## config.mk

```make
export PLATFORM = sky130hd
export DESIGN_NAME = sync_up_counter_mod
export DESIGN_NICKNAME = d
export VERILOG_FILES = /design/src/rtl/counter_pkg.sv /design/src/rtl/tff_cell.sv /design/src/rtl/sync_up_counter_mod.sv
export SDC_FILE = /design/constraint.sdc
export NUM_CORES = 1
export LEC_CHECK = 0
export CAP_MARGIN = 5
export CORE_AREA = 5 5 42 44
export CTS_CLUSTER_SIZE = 30
export DETAILED_ROUTE_END_ITERATION = 8
export DIE_AREA = 0 0 47 49
export SLEW_MARGIN = 15
export SYNTH_ARGS = -nofsm -noshare
export SYNTH_HDL_FRONTEND = slang
export SYNTH_HIERARCHICAL = 1
export SYNTH_SLANG_ARGS = --single-unit
```

## constraint.sdc

```tcl
create_clock -name clk -period 4.8 [get_ports clk]
set_clock_uncertainty 0.2 [all_clocks]
set_input_delay 1.44 -clock clk [delete_from_list [all_inputs] [get_ports clk]]
set_output_delay 1.44 -clock clk [all_outputs]
set_load 0.05 [all_outputs]
```

## src/rtl/counter_pkg.sv

```systemverilog
// rtl/counter_pkg.sv - shared helpers for the counter family
package counter_pkg;

    function automatic int clog2(input int n);
        int r;
        r = 0;
        for (int i = 0; i < 31; i++) begin
            if ((1 << i) < n) r = i + 1;
        end
        return r;
    endfunction

    // Legal when 2 <= modulus <= 2**width and 0 <= reset_val < modulus.
    function automatic bit counter_params_ok(input int width, input int modulus,
                                             input int reset_val);
        return (width >= 1) && (width <= 30) && (modulus >= 2) &&
               (clog2(modulus) <= width) && (reset_val >= 0) && (reset_val < modulus);
    endfunction

endpackage

```

## src/rtl/tff_cell.sv

```systemverilog
// rtl/tff_cell.sv - T flip-flop bit cell with async active-high reset
module tff_cell #(
    parameter logic RST_BIT = 1'b0
) (
    input  logic t,
    input  logic clk,
    input  logic rst,
    output logic q,
    output logic qb
);

    always_ff @(posedge clk or posedge rst) begin
        if (rst)
            q <= RST_BIT;
        else if (t)
            q <= ~q;
    end

    assign qb = ~q;

endmodule

```

## src/rtl/sync_up_counter_mod.sv

```systemverilog
// rtl/sync_up_counter_mod.sv - synchronous presettable modulo-N up counter of T cells
module sync_up_counter_mod
    import counter_pkg::*;
#(
    parameter int WIDTH     = 4,
    parameter int MODULUS   = 16,
    parameter int RESET_VAL = 0
) (
    input  logic             clk,
    input  logic             rst,
    input  logic             en,
    input  logic             cin,
    input  logic             clr,
    input  logic             load,
    input  logic [WIDTH-1:0] load_val,
    output logic [WIDTH-1:0] q,
    output logic [WIDTH-1:0] qb,
    output logic             cout,
    output logic             wrap
);

    if (!counter_params_ok(WIDTH, MODULUS, RESET_VAL)) begin : g_param_error
        $error("sync_up_counter_mod: illegal WIDTH/MODULUS/RESET_VAL");
    end

    localparam logic [WIDTH-1:0] TERM    = WIDTH'(MODULUS - 1);
    localparam logic [WIDTH-1:0] RST_V   = WIDTH'(RESET_VAL);
    localparam logic [WIDTH:0]   MOD_EXT = (WIDTH + 1)'(MODULUS);

    logic [WIDTH-1:0] q_next;
    logic [WIDTH-1:0] t;
    logic             wrap_next;
    logic             step;
    logic             at_term;

    assign step    = en & cin;
    assign at_term = (q == TERM);
    assign cout    = step & at_term;

    // Terminal value is matched explicitly, so non-power-of-2 moduli roll over at MODULUS-1.
    always_comb begin
        q_next    = q;
        wrap_next = 1'b0;
        if (clr) begin
            q_next = '0;
        end else if (load) begin
            q_next = ({1'b0, load_val} < MOD_EXT) ? load_val : '0;
        end else if (step) begin
            if (at_term) begin
                q_next    = '0;
                wrap_next = 1'b1;
            end else begin
                q_next = q + WIDTH'(1);
            end
        end
    end

    // Every update, including clr and load, is expressed as a toggle mask.
    assign t = q ^ q_next;

    for (genvar i = 0; i < WIDTH; i++) begin : g_cell
        tff_cell #(
            .RST_BIT(RST_V[i])
        ) u_cell (
            .t  (t[i]),
            .clk(clk),
            .rst(rst),
            .q  (q[i]),
            .qb (qb[i])
        );
    end

    always_ff @(posedge clk or posedge rst) begin
        if (rst)
            wrap <= 1'b0;
        else
            wrap <= wrap_next;
    end

endmodule

```

==> impl_metrics.tcl <==
set metrics [dict create \
    worstPathArrival_ns 2.37 \
    row_count 14 \
    post_cts_buffers 0 \
    grt_overflow 0 \
    synth_nets 61 \
    fp.dieW_um 47 \
    rsz0062_at_grt "false" \
    avgRoutedWirePerCell_um 11.0 \
    vias 424 \
    p_leak_uw 0.000300 \
    htreeDepth 1 \
    place_inst 83 \
    first_global_vias 422 \
    regArea_um2 125 \
    yosysWarnings 6 \
    final.min_clock_period_ns 4.01 \
    die_area_um2 2300 \
    clk_transition_reported_paths_ns 0.04 \
    fin_setup_tns_ns 0 \
    drv_slew 0 \
    max_stage_delay_ns 0.48 \
    synth_area_um2 400 \
    fillCellCount 152 \
    worst-endpoint-required_ns 3.16 \
    max-cap-violations 0 \
    max_slew.worst_pin.slew_ns 0.501 \
    gp_congestion 0.753 \
    cts_hold_buf 0 \
    fin_cells 87 \
    synth_cell_type_count 24 \
    multiInputGateArea_um2 218 \
    dp_hpwl_um 772 \
    setup_viol 0 \
    hp-class "flip-flop to flip-flop" \
    drt-initial-drc-count 3 \
    slew_headroom_pct 66.5 \
    antenna_found_initial 0 \
    cts_sinks 5 \
    critPathSlowestCell "clkdlybuf4s50_1" \
    grt_util_met3_pct 1.11 \
    nets 83 \
    hold_viol 0 \
    drive_above_1_share_pct 5.63 \
    ys_ff_latch 5 \
    start_util_pct 28.6 \
    yosysSeqAreaShare_pct 31.3 \
    peakVddDrop_mv 0.366 \
    cts_root_buffer "clkbuf_4" \
    netlist_instances 50 \
    clockBufferDepth 2 \
    cts_tree "yes" \
    grt_busiest_layer "met2" \
    diodes 0 \
    min_period_over_period_pct 83.6 \
    status "completed" \
    p_total_uw 442 \
    clock_latency_ns 0.24 \
    met2_usage_pct 13.8 \
    timing.fmax_mhz 249 \
    coreArea_um2 1400 \
    critPathCaptureType "output port" \
    grt_max_degree 13 \
    crit_path_start_kind "primary input" \
    routed_via_density 4.87 \
    cts_buffers 3 \
    cp_max_fo 5 \
    wl_um 957 \
    use_met1_pct 13.6 \
    p_per_area_nw_per_um2 714 \
    drt_first_pass_iters 2 \
    io_pins 20 \
    drc_errors 0 \
    die_h_um 49 \
    cts_resized 0 \
    timing.hold.ws_ns 0.388 \
    syn2layout_area_growth_pct 54.4 \
    avgSynthCellArea_um2 8.01 \
    crit_type "primary input to output port" \
    drtAntennaViolNets 0 \
    grt_pass1_wl_mm 1.73 \
    grt_usage_pct 10.3 \
    crit_chain "clkdlybuf4s50_1 > nand2_1 > nor2_1 > buf_4" \
    port_buffers 19 \
]
-- path summary, 6_finish.rpt --
kind | startpoint | slack [ns] | endpoint | cells past startpoint
min in group asynchronous | rst | 1.25 | g_cell[0].u_cell/q | 2
max | en | 0.79 | cout | 4
max in group asynchronous | rst | 3.04 | wrap | 2
min | g_cell[2].u_cell/q | 0.39 | g_cell[2].u_cell/q | 1
min reg2reg | g_cell[2].u_cell/q | 0.39 | g_cell[2].u_cell/q | 1
max reg2reg | g_cell[0].u_cell/q | 2.96 | g_cell[3].u_cell/q | 5
-- final cells by class --
class,count,area share (%)
Sequential cell,5,20.2
Timing Repair Buffer,19,30.4
Multi-Input combinational cell,32,35.2
Tap cell,16,3.24
Clock buffer,4,4.25
Inverter,11,6.68
-- metrics by stage --
| stage | instance area, µm² | setup WS [ns] | util [%] |
|---|---|---|---|
| CTS | 618 | 0.787 | 44.1 |
| finish | 618 | 0.788 | 44.1 |
| global route | 618 | 0.735 | 44.1 |
| floorplan | 400 | 0.955 | - |
| detailed placement | 592 | 0.791 | 42.2 |
| global placement | 592 | 0.813 | 42.2 |
-- logic make-up (layout without fill, tap and decap cells) --
| group | Yosys count | after routing | share of synthesized area (%) |
|---|---|---|---|
| AND/OR/NAND/NOR | 14 | 14 | 18.4 |
| flip-flops | 5 | 5 | 31.3 |
| multiplexers | 1 | 1 | 2.50 |
| adder cells (fa/ha/maj) | 1 | 1 | 3.12 |
| buffers and inverters | 13 | 34 | 14.4 |
| AO/OA/AOI/OAI | 12 | 12 | 21.6 |
| XOR/XNOR | 4 | 4 | 8.75 |
-- per-layer routing --
metal	share of wire [%]	wire, µm
met2	45	435
met4	2.2	21
met1	47	446
met3	5.6	54
met5	0	0
-- report_power, final --
group	internal [µW]	total [µW]	leakage, µW	switching [µW]
Sequential	61.1	100	0.0000606	39.4
Combinational	110	294	0.000225	184
Clock	31.3	47.1	0.0000150	15.8
-- cells in the mapped netlist (all sizes together) --
| cell type | number | area share (%) |
|---|---|---|
| a31oi | 3 | 4.7 |
| nor3 | 1 | 1.2 |
| dfrtp | 5 | 31 |
| a22oi | 1 | 1.9 |
| nor2 | 4 | 3.7 |
| ha | 1 | 3.1 |
| nand3 | 1 | 1.2 |
| buf | 2 | 4.1 |
| and3b | 2 | 4.4 |
| xor2 | 4 | 8.7 |
| o311ai | 1 | 2.2 |
| inv | 11 | 10 |
| o22a | 1 | 2.2 |
| mux2i | 1 | 2.5 |
| nand2 | 3 | 2.8 |
| a21o | 1 | 1.9 |
| a21oi | 2 | 2.5 |
| o21ai | 1 | 1.2 |
| nor3b | 1 | 1.9 |
| nor4 | 1 | 1.6 |
| o311a | 1 | 2.5 |
| a221o | 1 | 2.5 |
| nor2b | 1 | 1.6 |
-- sequential cells by signal, summed over array words and instances, names as in the netlist --
register / cells
g_cell.u_cell/q: 4
wrap: 1
-- cells in the final DEF (no fill, tap or decap), drive strengths merged --
cell	synthesis	final
nor3b	1	1
ha	1	1
a221o	1	1
clkdlybuf4s50	0	18
dfrtp	5	5
clkbuf	0	4
o22a	1	1
o21ai	1	1
a21o	1	1
nand2	3	3
a22oi	1	1
nor4	1	1
nor2	4	4
a31oi	3	3
o311ai	1	1
xor2	4	4
inv	11	11
nand3	1	1
nor3	1	1
a21oi	2	2
o311a	1	1
and3b	2	2
nor2b	1	1
mux2i	1	1
buf	2	1
-- worst max-delay path, delay by kind of cell --
| family | cells | cell delay (ns) |
|---|---|---|
| simple gates | 2 | 0.25 |
| buf+inv | 2 | 0.68 |
No activity file was read; power rests on OpenSTA's default activity.
